$ cat src/rtl/event_indicator_pkg.sv
// rtl/event_indicator_pkg.sv - shared FSM encodings and width helper for event_indicator
//
// Purpose : state encodings for the blink FSM and a constant function that
//           returns the number of bits needed to hold a value. The top uses
//           that function to check parameter legality at elaboration.
// Ports   : none (package)
package event_indicator_pkg;

    localparam logic [1:0] ST_IDLE = 2'd0;
    localparam logic [1:0] ST_ON   = 2'd1;
    localparam logic [1:0] ST_OFF  = 2'd2;

    // Bits required to represent value (0 -> 0, 1 -> 1, 2..3 -> 2, ...).
    function automatic int unsigned width_of(input int unsigned value);
        int unsigned w;
        w = 0;
        for (int i = 0; i < 32; i++) begin
            if ((value >> i) != 0) begin
                w = i + 1;
            end
        end
        return w;
    endfunction

endpackage

$ cat src/rtl/interval_timer.sv
// rtl/interval_timer.sv - up-counter with clear and terminal-count compare
//
// Purpose : counts clock cycles from zero; o_done is high in the cycle the
//           count equals i_last (the interval length minus one). The owner
//           clears the counter on the terminal cycle, so it never wraps.
// Ports   : clk     - system clock
//           reset_n - asynchronous active-low reset
//           i_clear - load zero on the next edge (wins over increment)
//           i_last  - terminal count, selected at runtime by the owner
//           o_done  - count == i_last
module interval_timer #(
    parameter int WIDTH = 16
) (
    input  logic             clk,
    input  logic             reset_n,
    input  logic             i_clear,
    input  logic [WIDTH-1:0] i_last,
    output logic             o_done
);

    logic [WIDTH-1:0] r_count;

    always_ff @(posedge clk or negedge reset_n) begin
        if (!reset_n) begin
            r_count <= '0;
        end else if (i_clear) begin
            r_count <= '0;
        end else begin
            r_count <= r_count + 1'b1;
        end
    end

    assign o_done = (r_count == i_last);

endmodule

$ cat src/rtl/event_indicator.sv
// rtl/event_indicator.sv - stretches single-cycle event strobes into visible LED blinks
//
// Purpose : each event produces one blink of ON_CYCLES high followed by at
//           least OFF_CYCLES low. Events arriving mid-blink are queued in a
//           saturating counter and replayed back to back; a dropped event
//           sets a sticky overflow flag.
// Ports   : clk            - system clock
//           reset_n        - asynchronous active-low reset
//           event_pulse    - event strobe, one event per high cycle
//           clear_overflow - synchronous clear of overflow (a drop wins)
//           indicator      - LED drive, registered
//           busy           - high while in ON or OFF, registered
//           pending_count  - queued events not yet blinked
//           overflow       - sticky, set when an event is dropped
module event_indicator
    import event_indicator_pkg::*;
#(
    parameter int ON_CYCLES     = 50000,
    parameter int OFF_CYCLES    = 50000,
    parameter int COUNTER_WIDTH = 16,
    parameter int PENDING_WIDTH = 4
) (
    input  logic                     clk,
    input  logic                     reset_n,
    input  logic                     event_pulse,
    input  logic                     clear_overflow,
    output logic                     indicator,
    output logic                     busy,
    output logic [PENDING_WIDTH-1:0] pending_count,
    output logic                     overflow
);

    if (ON_CYCLES < 1 || width_of(ON_CYCLES) > COUNTER_WIDTH) begin : g_bad_on_cycles
        $error("event_indicator: ON_CYCLES out of range for COUNTER_WIDTH");
    end
    if (OFF_CYCLES < 1 || width_of(OFF_CYCLES) > COUNTER_WIDTH) begin : g_bad_off_cycles
        $error("event_indicator: OFF_CYCLES out of range for COUNTER_WIDTH");
    end

    localparam logic [COUNTER_WIDTH-1:0] ON_LAST     = COUNTER_WIDTH'(ON_CYCLES - 1);
    localparam logic [COUNTER_WIDTH-1:0] OFF_LAST    = COUNTER_WIDTH'(OFF_CYCLES - 1);
    localparam logic [PENDING_WIDTH-1:0] PENDING_MAX = '1;

    logic [1:0]               r_state;
    logic                     r_indicator;
    logic                     r_busy;
    logic [PENDING_WIDTH-1:0] r_pending;
    logic                     r_overflow;

    logic [1:0]               w_next_state;
    logic [COUNTER_WIDTH-1:0] w_last;
    logic                     w_timer_clear;
    logic                     w_timer_done;
    logic                     w_active;
    logic                     w_has_pending;
    logic                     w_off_exit;
    logic                     w_inc;
    logic                     w_dec;
    logic                     w_drop;

    assign w_last        = (r_state == ST_ON) ? ON_LAST : OFF_LAST;
    // Hold the counter at zero while idle and restart it at every phase change.
    assign w_timer_clear = !w_active || w_timer_done;

    interval_timer #(
        .WIDTH(COUNTER_WIDTH)
    ) u_interval_timer (
        .clk     (clk),
        .reset_n (reset_n),
        .i_clear (w_timer_clear),
        .i_last  (w_last),
        .o_done  (w_timer_done)
    );

    assign w_active      = (r_state == ST_ON) || (r_state == ST_OFF);
    assign w_has_pending = (r_pending != '0);
    assign w_off_exit    = (r_state == ST_OFF) && w_timer_done;
    assign w_dec         = w_off_exit && w_has_pending;
    // At an OFF exit with an empty queue the event starts the next blink
    // directly instead of being queued.
    assign w_inc         = event_pulse && w_active && !(w_off_exit && !w_has_pending);
    // With a simultaneous decrement the count does not move, so nothing drops.
    assign w_drop        = w_inc && !w_dec && (r_pending == PENDING_MAX);

    always_comb begin
        w_next_state = ST_IDLE;
        case (r_state)
            ST_IDLE: w_next_state = event_pulse ? ST_ON : ST_IDLE;
            ST_ON:   w_next_state = w_timer_done ? ST_OFF : ST_ON;
            ST_OFF: begin
                if (!w_timer_done) begin
                    w_next_state = ST_OFF;
                end else if (w_has_pending || event_pulse) begin
                    w_next_state = ST_ON;
                end else begin
                    w_next_state = ST_IDLE;
                end
            end
            default: w_next_state = ST_IDLE;
        endcase
    end

    always_ff @(posedge clk or negedge reset_n) begin
        if (!reset_n) begin
            r_state     <= ST_IDLE;
            r_indicator <= 1'b0;
            r_busy      <= 1'b0;
            r_pending   <= '0;
            r_overflow  <= 1'b0;
        end else begin
            r_state     <= w_next_state;
            // Outputs are registered from the next state so they change on
            // the same edge as the FSM.
            r_indicator <= (w_next_state == ST_ON);
            r_busy      <= (w_next_state != ST_IDLE);
            if (w_inc && !w_dec && (r_pending != PENDING_MAX)) begin
                r_pending <= r_pending + 1'b1;
            end else if (w_dec && !w_inc) begin
                r_pending <= r_pending - 1'b1;
            end
            if (w_drop) begin
                r_overflow <= 1'b1;
            end else if (clear_overflow) begin
                r_overflow <= 1'b0;
            end
        end
    end

    assign indicator     = r_indicator;
    assign busy          = r_busy;
    assign pending_count = r_pending;
    assign overflow      = r_overflow;

endmodule

$ cat config.mk
export PLATFORM = sky130hd
export DESIGN_NAME = event_indicator
export DESIGN_NICKNAME = d
export VERILOG_FILES = /design/src/rtl/event_indicator_pkg.sv /design/src/rtl/interval_timer.sv /design/src/rtl/event_indicator.sv
export SDC_FILE = /design/constraint.sdc
export NUM_CORES = 1
export LEC_CHECK = 0
export CAP_MARGIN = 25
export CORE_ASPECT_RATIO = 0.75
export CORE_MARGIN = 4
export CORE_UTILIZATION = 35
export CTS_CLUSTER_DIAMETER = 120
export DETAILED_ROUTE_END_ITERATION = 8
export GPL_TIMING_DRIVEN = 1
export PLACE_DENSITY_LB_ADDON = 0.3
export SYNTH_ARGS = -nofsm -noshare
export SYNTH_HDL_FRONTEND = slang
export SYNTH_SLANG_ARGS = --single-unit
$ cat constraint.sdc
create_clock -name clk -period 5 [get_ports clk]
set_clock_uncertainty 0.15 [all_clocks]
set_input_delay 0.75 -clock clk [delete_from_list [all_inputs] [get_ports clk]]
set_output_delay 0.75 -clock clk [all_outputs]
set_load 0.05 [all_outputs]
## After elaboration in Yosys (flattened, before gate mapping)

Index checks and enable logic that the tools add are counted.

| storage, ports and cells | value |
|---|---|
| register bits | 25 |
| input bits | 4 |
| output and inout port bits | 7 |
| logic and storage cells | 47 |

| operators by class | value |
|---|---|
| add/subtract/negate cells | 3 |
| equal/unequal tests | 6 |
| muxes and demuxes | 10 |
| reduce and logical (&&, ||, !) cells | 22 |

Operators with widths:

| cell | count |
|---|---|
| $add A16 B1 Y16 const B | 1 |
| $eq A16 B16 Y1 const B | 1 |
| $mux W16 | 1 |
| $logic_and A1 B1 Y1 | 9 |
| $mux W4 | 2 |
| $pmux W2 S3 | 1 |
| $reduce_bool A2 Y1 | 3 |
| $logic_not A1 Y1 | 5 |
| $add A4 B1 Y4 const B | 1 |
| $eq A2 B1 Y1 const B | 2 |
| $eq A4 B4 Y1 const B | 1 |
| $mux W1 | 4 |
| $mux W2 | 2 |
| $ne A4 B4 Y1 const B | 1 |
| $reduce_bool A4 Y1 | 1 |
| $sub A4 B1 Y4 const B | 1 |
| $logic_or A1 B1 Y1 | 3 |
| $eq A2 B2 Y1 const B | 1 |
| $logic_not A2 Y1 | 1 |

## Longest topological paths before layout

Gate-level depths: netlist of the first run.

| depth | value |
|---|---|
| depth in word-level cells | 9 |
| depth in mapped cells | 10 |
| mapped depth without buffers | 10 |

## Modules after synthesis

From an unflattened synthesis of the first run, not the netlist that was laid out.

| unflattened totals | value |
|---|---|
| cell total of the unflattened synthesis | 148 |
| area total of the unflattened synthesis | 1560.2 sq um |

By module, submodules not included:

| module | instances | cells each | area an instance (sq um) | sequential area each (sq um) |
|---|---|---|---|---|
| interval_timer | 1 | 102 | 1021.0 | 400.4 |
| event_indicator | 1 | 46 | 539.3 | 225.2 |

## Worst setup path after synthesis of the first run

No wires, ideal clock.

| timing | value |
|---|---|
| path type | register -> register |
| from | register u_interval_timer.r_count[5] |
| to | register r_pending[3] (netlist: pending_count[3]) |
| setup time | 82 ps |
| data arrival time | 2413 ps |
| required time | 4768 ps |
| setup slack | 2355 ps |
| cell stages (with the launch flop) | 9 |
| path buffers | 0 |
| clock period less this slack | 2645 ps |
| cells stage by stage | dfrtp_1 -> or4b_4 -> nor4_4 -> or3b_4 -> ha_1 -> a21o_1 -> a21oi_1 -> mux2i_1 -> xor2_1 |

| on the way | value |
|---|---|
| cells in the longest elaborated chain, start to end | 8 |
| elaborated cells between the ends (all ways) | 13 |
| those cells by class | eq/ne (1); mux (1); reduce/logical (11) |

Ends and longest elaborated chain:

| element | line | text |
|---|---|---|
| start: declaration | interval_timer.sv:21 | `logic [WIDTH-1:0] r_count;` |
| start signal: assignment | interval_timer.sv:29 | `r_count <= r_count + 1'b1;` |
| $eq A16 B16 Y1 (*) | interval_timer.sv:33 | `assign o_done = (r_count == i_last);` |
| $logic_and A1 B1 Y1 (*) | event_indicator.sv:77 | `assign w_off_exit = (r_state == ST_OFF) && w_timer_done;` |
| $logic_and A1 B1 Y1 | event_indicator.sv:81 | `assign w_inc = event_pulse && w_active && !(w_off_exit && !w_has_pending);` |
| $logic_not A1 Y1 | event_indicator.sv:81 |  |
| $logic_and A1 B1 Y1 | event_indicator.sv:81 |  |
| $logic_and A1 B1 Y1 / $logic_not A1 Y1 (equally long branches) | event_indicator.sv:116, event_indicator.sv:118 |  |
| $logic_and A1 B1 Y1, on equally long branches | event_indicator.sv:116, event_indicator.sv:118 |  |
| $mux W4 / $reduce_bool A2 Y1 (equally long branches) | - |  |
| end signal: assignment | event_indicator.sv:117 | `r_pending <= r_pending + 1'b1;` |
| end signal: assignment | event_indicator.sv:119 | `r_pending <= r_pending - 1'b1;` |
| end: declaration | event_indicator.sv:47 | `logic [PENDING_WIDTH-1:0] r_pending;` |

Every way passes the cells marked *; elsewhere a longest branch is shown, timed or not.
A chain may end at the register's enable or synchronous reset.

## Worst setup path after layout of the first run

Ends and elaborated chain as after synthesis.

==> out/qor.txt, run 1 <==
================================================================================
Post-synthesis average cell area                                       11.1 um^2
Outcome                                                             complete, no violations
Area used by multi-input combinational logic                            661 um^2
Number of vias in the routed layout                                          859
Worst EP required                                                        5.05 ns
Routability cong.                                                          0.728
Maximum number of pins on one net before global-route repair                  16
Ratio of cells with drive above 1 in the final layout                      10.6%
Starting utilization of the core area                                      38.1%
Power density of the placed cells                                    379 nW/um^2
Inst Count DP                                                                178
Area Growth Syn to Fin                                                     16.7%
Diode count                                                                    0
Overall global routing resource usage                                      11.2%
Synthesized Nets                                                             130
Vias in the first global route                                               899
Synth Flop Type                                                     sky130_fd_sc_hd__dfrtp_1
Crit-path max FO                                                               6
Post-cts sizing count                                                          0
Number of DRC violations after detailed routing                                0
Clock latency on the worst-skew pair                                     0.28 ns
Synth async-reset ratio                                                     100%
Area of the placeable core                                             3450 um^2
Port-buffer cells                                                             10
Critical path endpoint category                                             flop
Antenna violations before repair                                               0
CP Launch Type                                                              flop
Full die area                                                          4800 um^2
Cell Chain, Critical Path                                           or4b_4 -> nor4_4 -> or3b_4 -> ha_1 -> a21o_1 -> a21oi_1 -> mux2i_1 -> xor2_1
Crit path kind                                                      flop to flop
CTS tree                                                                     yes
Die Y                                                                    61.0 um
Drt via density                                                             4.72
Number of routed nets with antenna violations                                  0
Unrepaired setup endpoints after global routing                            false
Number of failing setup endpoints in the final timing report                   0
Standard cell with the maximum stage delay on the critical path     sky130_fd_sc_hd__or4b_4
Number of DRC violations after detailed-routing iteration 0                   36
Aggregate global routing overflow                                              0
Register area share after synthesis                                        47.7%
Kind of cell with the highest combined delay on the critical path   simple AND/OR/NAND/NOR gates
Buffers & Inverters on Critical Path                                           0
Synthesis warning total                                                        0
Period minus WS final                                                    2.95 ns
Number of instances in the synthesized netlist                               118
H-tree depth reported by CTS                                                   1
Num CTS Buffers                                                                3
Share of the clock period used by the worst path after layout              59.1%
CP max stage delay                                                       0.58 ns
Area used by sequential logic in the layout                             626 um^2
Transition time at the pin with the least slew margin                   0.616 ns
Number of buffers between clock root and the deepest sink                      2
Non-filler instance count after layout                                       182
Clock tree root driver cell                                         sky130_fd_sc_hd__clkbuf_8
Leakage component of the power                                          0.711 nW
Utilization of the core after routing                                      44.4%
Synthesis-stage register bit count                                            25
Post CTS Setup Buffer Count                                                    0
Final hold violation count                                                     0
Hold buffer count at CTS                                                       0
Post-Route Setup TNS                                                        0 ns
Final routed wire length divided by cell count                           13.0 um
Overall routed net length                                                2370 um
Worst-path clk slew                                                      0.08 ns
Fill cell instance count of the final layout                                 338
Count of boundary I/O pins                                                    11
Number of max-capacitance violations reported                                  0
Distinct cells, synth                                                         33
Global-route wire length before repair                                   4170 um
Row count                                                                     18
Layout net count                                                             145
Worst IR Drop VDD                                                       0.285 mV
Total iterations of the first detailed-routing run                             4
Type of the tightest min-delay check                                flop to flop
Die span in x                                                            78.7 um
Maximum achievable frequency                                             338 MHz
Number of flops mapped to enable cells by yosys                                0
Clock sink count                                                              25
Synthesized area                                                       1310 um^2
Estimated wirelength of the detail-placed design                         1780 um
Number of slew-limit violations in the final report                            0
Worst slew margin relative to its limit                                    58.8%
CP arrival                                                               3.00 ns
================================================================================
## synth_stat cells, drive strengths merged (3+ instances only)
| cell | number | area [um^2] |
|---|---|---|
| and3 | 4 | 26.3 |
| nand2b | 3 | 18.8 |
| ha | 7 | 87.6 |
| nand2 | 6 | 25.0 |
| xnor2 | 5 | 43.8 |
| dfrtp | 25 | 626 |
| a21oi | 3 | 15.0 |
| nand3 | 5 | 25.0 |
| xor2 | 12 | 105 |
| inv | 5 | 18.8 |
| and4 | 3 | 27.5 |
| nand4 | 5 | 31.3 |
| nor2 | 14 | 52.6 |
| and2 | 3 | 18.8 |
## report_power, final
group          total (mW)  leakage [nW]  switching (mW)  internal, mW
logic               0.206         0.380           0.118        0.0888
clock network       0.123        0.0217          0.0664        0.0566
registers           0.251         0.310          0.0288         0.222
## routing by layer
metal	vias to the layer above	part of all wire (%)	GRT usage, %
li1	436	-	-
met1	413	52	14.6
met2	8	44	18.6
met3	2	3.4	4.39
met4	0	0.42	1.50
met5	-	0	0
## final timing paths
path | from | endpoint | slack [ns] | cells past startpoint
setup / recovery | u_interval_timer.r_count[5]$_DFF_PN0_ | pending_count[3]$_DFFE_PN0P_ | 2.05 | 8
hold / removal | u_interval_timer.r_count[0]$_DFF_PN0_ | u_interval_timer.r_count[0]$_DFF_PN0_ | 0.33 | 1
setup reg to reg | u_interval_timer.r_count[5]$_DFF_PN0_ | pending_count[3]$_DFFE_PN0P_ | 2.05 | 8
hold reg to reg | u_interval_timer.r_count[0]$_DFF_PN0_ | u_interval_timer.r_count[0]$_DFF_PN0_ | 0.33 | 1
max in group asynchronous | reset_n | pending_count[3]$_DFFE_PN0P_ | 3.48 | 2
min in group asynchronous | reset_n | u_interval_timer.r_count[8]$_DFF_PN0_ | 0.70 | 1
## sequential cells by signal (all words and copies together) (netlist names)
register,count
busy,1
u_interval_timer.r_count,16
r_state,2
indicator,1
pending_count,4
overflow,1
## logic make-up after synthesis
kind of cell             synth area share (%)
multiplexers                             3.81
buffers and inverters                    2.00
adder cells (fa/ha/maj)                  8.20
AO/OA/AOI/OAI                            3.24
AND/OR/NAND/NOR                          23.7
flip-flops                               47.7
XOR/XNOR                                 11.3
## cells in the final DEF (no fill, tap or decap), drive strengths merged, types with 2 or more instances in the layout
cell type / count
dfrtp: 25
nor2: 14
xor2: 12
clkdlybuf4s50: 10
ha: 7
nand2: 6
nand4: 5
nand3: 5
xnor2: 5
inv: 5
and3: 4
nand2b: 3
and2: 3
a21oi: 3
clkbuf: 3
and4: 3
mux2i: 2
mux2: 2
or4b: 2
nor4: 2
## per-stage QoR
stage	area, um^2	setup WS [ns]	total power, mW	hold slack [ns]
after CTS	1530	2.04	0.588	0.330
final	1530	2.05	0.580	0.329
after detailed placement	1480	1.89	0.463	0.318
after global placement	1470	2.07	0.451	0.313
after global routing	1530	1.92	0.613	0.383
after floorplan	1310	2.35	0.393	0.295
## layout make-up
type / instances / share of cell area [%]
multi-input combinational: 87 / 43.1
sequential: 25 / 40.8
timing repair buffer: 11 / 7.52
tap: 50 / 4.08
clock buffer: 3 / 2.70
inverter: 5 / 1.23
clock inverter: 1 / 0.490
## worst register-to-register path, stage by stage, from the launching register on
cell,delay [ns]
sky130_fd_sc_hd__dfrtp_1,0.43
sky130_fd_sc_hd__or4b_4,0.58
sky130_fd_sc_hd__nor4_4,0.43
sky130_fd_sc_hd__or3b_4,0.25
sky130_fd_sc_hd__ha_1,0.24
sky130_fd_sc_hd__a21o_1,0.15
sky130_fd_sc_hd__a21oi_1,0.21
sky130_fd_sc_hd__mux2i_1,0.29
sky130_fd_sc_hd__xor2_1,0.16
(Power assumes the default switching activity.)
==> run 2: changes to the inputs <==
Clock period 5 ns to 2.5 ns, I/O delays scaled along.
==> out/qor.txt, run 2 (synthesized netlist as in run 1, its figures left out) <==
============================================================================
Area used by multi-input combinational logic                        713 um^2   was 661 um^2
End of the critical path                                        pending_count[1]$_DFFE_PN0P_   was pending_count[3]$_DFFE_PN0P_
Most flop-heavy register                                        u_interval_timer.r_count   unchanged
Fill cell instance count of the final layout                             304   was 338
Crit-path max FO                                                           3   was 6
Worst slew margin relative to its limit                                66.7%   was 58.8%
Crit path kind                                                  flop to flop   unchanged
Number of failing setup endpoints in the final timing report               3   was 0
Final hold violation count                                                 0   unchanged
Hold buffer count at CTS                                                   0   unchanged
Ratio of cells with drive above 1 in the final layout                  29.2%   was 10.6%
Type of the tightest min-delay check                            input port to async pin   was flop to flop
Drt via density                                                         4.69   was 4.72
Diode count                                                                0   unchanged
Utilization of the core after routing                                  50.5%   was 44.4%
H-tree depth reported by CTS                                               1   unchanged
Num CTS Buffers                                                            3   unchanged
Area used by sequential logic in the layout                         626 um^2   unchanged
Aggregate global routing overflow                                          0   unchanged
Count of boundary I/O pins                                                11   unchanged
Failing checks                                                  setup timing
Full die area                                                      4800 um^2   unchanged
Die Y                                                                61.0 um   unchanged
Port-buffer cells                                                         10   unchanged
Layout net count                                                         167   was 145
Worst EP required                                                    2.51 ns   was 5.05 ns
Overall global routing resource usage                                  12.8%   was 11.2%
Die span in x                                                        78.7 um   unchanged
Top library cells by usage in the layout, fill and taps aside   25 x sky130_fd_sc_hd__dfrtp_1, 22 x sky130_fd_sc_hd__buf_4, 14 x sky130_fd_sc_hd__nor2_1, 12 x sky130_fd_sc_hd__xor2_1, 10 x sky130_fd_sc_hd__clkdlybuf4s50_1   was 25 x sky130_fd_sc_hd__dfrtp_1, 14 x sky130_fd_sc_hd__nor2_1, 12 x sky130_fd_sc_hd__xor2_1, 10 x sky130_fd_sc_hd__clkdlybuf4s50_1, 7 x sky130_fd_sc_hd__ha_1
Area of the placeable core                                         3450 um^2   unchanged
Estimated wirelength of the detail-placed design                     1990 um   was 1780 um
Number of max-capacitance violations reported                              0   unchanged
Total iterations of the first detailed-routing run                         4   unchanged
Overall power                                                        1.21 mW   was 580 uW
Vias in the first global route                                          1043   was 899
CP arrival                                                           2.64 ns   was 3.00 ns
Worst R2R End                                                   pending_count[1]$_DFFE_PN0P_   was pending_count[3]$_DFFE_PN0P_
Worst-path clk slew                                                  0.08 ns   about the same
Leading cell type in the layout, fill and taps excluded         sky130_fd_sc_hd__dfrtp_1   unchanged
Period minus WS final                                                2.63 ns   was 2.95 ns
CP startpoint                                                   u_interval_timer.r_count[12]$_DFF_PN0_   was u_interval_timer.r_count[5]$_DFF_PN0_
Antenna violations before repair                                           0   unchanged
Number of slew-limit violations in the final report                        0   unchanged
CP Launch Type                                                          flop   unchanged
Overall routed net length                                            2630 um   was 2370 um
Power density of the placed cells                                697 nW/um^2   was 379 nW/um^2
Worst IR Drop VDD                                                   0.519 mV   was 0.285 mV
Transition time at the pin with the least slew margin               0.498 ns   was 0.616 ns
Clock tree root driver cell                                     sky130_fd_sc_hd__clkbuf_8   unchanged
Clock latency on the worst-skew pair                                 0.27 ns   was 0.28 ns
FF-to-FF setup slack                                                -0.13 ns   was 2.05 ns
R2R depth                                                                  7   was 8
Number of DRC violations after detailed routing                            0   unchanged
Leakage component of the power                                      0.820 nW   was 0.711 nW
Number of DRC violations after detailed-routing iteration 0               29   was 36
CTS tree                                                                 yes   unchanged
Critical path endpoint category                                         flop   unchanged
Number of buffers between clock root and the deepest sink                  2   unchanged
Worst reg2reg startpoint                                        u_interval_timer.r_count[12]$_DFF_PN0_   was u_interval_timer.r_count[5]$_DFF_PN0_
Starting utilization of the core area                                  38.1%   unchanged
Share of the clock period used by the worst path after layout           105%   was 59.1%
Final routed wire length divided by cell count                       12.9 um   was 13.0 um
Global-route wire length before repair                               4770 um   was 4170 um
Maximum number of pins on one net before global-route repair              26   was 16
Unrepaired setup endpoints after global routing                         true   was false
Area Growth Syn to Fin                                                 32.7%   was 16.7%
Maximum achievable frequency                                         380 MHz   was 338 MHz
Inst Count DP                                                            196   was 178
Number of vias in the routed layout                                      957   was 859
Outcome                                                         complete, but fails checks   was complete, no violations
Row count                                                                 18   unchanged
Number of routed nets with antenna violations                              0   unchanged
Routability cong.                                                      0.755   was 0.728
Min setup slack post-route                                         -0.131 ns   was 2.05 ns
Clock sink count                                                          25   unchanged
Flip-flop count of the largest register after layout                      16   unchanged
Non-filler instance count after layout                                   204   was 182
============================================================================
## run 2: cell types whose count changed in the layout (fill, tap and decap cells not counted), sizes merged
cell | previous run | this run
buf | 1 | 23
clkbuf | 3 | 4
clkinvlp | 1 | 0
## run 2: what timing repair did
item / in CTS / in global routing
gates resized for setup: 2 / 7
setup endpoints to repair: 3 / 3
pin swaps: 5 / 4
buffers inserted: 1 / 3
## run 2: worst min path at each step
stage,start,slack [ns],to
floorplan,reset_n,-0.07,busy$_DFF_PN0_
global placement,pending_count[3]$_DFFE_PN0P_,0.35,pending_count[3]$_DFFE_PN0P_
detailed placement,u_interval_timer.r_count[15]$_DFF_PN0_,0.38,u_interval_timer.r_count[15]$_DFF_PN0_
CTS,reset_n,0.34,pending_count[2]$_DFFE_PN0P_
global route,reset_n,0.34,r_state[0]$_DFF_PN0_
finish,reset_n,0.32,r_state[0]$_DFF_PN0_
## run 2: stage by stage
step	TNS (ns)	area, um^2	hold slack (ns)	worst slack [ns]
floorplan	-0.0820	1330	-0.0706	-0.0820
global placement	-0.0696	1630	0.351	-0.0281
detailed placement	-0.161	1630	0.382	-0.0684
CTS	-0.123	1700	0.336	-0.0783
global route	-0.458	1740	0.344	-0.201
finish	-0.216	1740	0.325	-0.131
## run 2: worst max-delay path: stages (launching register included)
cell	delay, ns
sky130_fd_sc_hd__dfrtp_1	0.40
sky130_fd_sc_hd__or4b_4	0.57
sky130_fd_sc_hd__nor4_4	0.32
sky130_fd_sc_hd__or3b_4	0.21
sky130_fd_sc_hd__buf_4	0.11
sky130_fd_sc_hd__buf_6	0.09
sky130_fd_sc_hd__fa_2	0.42
sky130_fd_sc_hd__mux2_4	0.26
## run 2: cell type report
type / instances / area share, %
clock buffer: 4 / 2.59
inverter: 5 / 1.08
multi-input combinational: 87 / 40.9
sequential: 25 / 35.9
tap: 50 / 3.59
timing repair buffer: 33 / 15.9
## run 2: power breakdown
group	internal, mW	switching [mW]	leakage, nW
clock network	0.114	0.123	0.0228
logic	0.222	0.278	0.487
registers	0.444	0.0336	0.310
## run 2: metal layers
metal / routed length, um / global-route usage (%) / vias to the layer above
met2: 1240 / 21.8 / 10
met5: 0 / 0 / -
li1: - / - / 486
met1: 1330 / 17.1 / 461
met3: 64 / 2.63 / 0
met4: 0 / 2.99 / 0
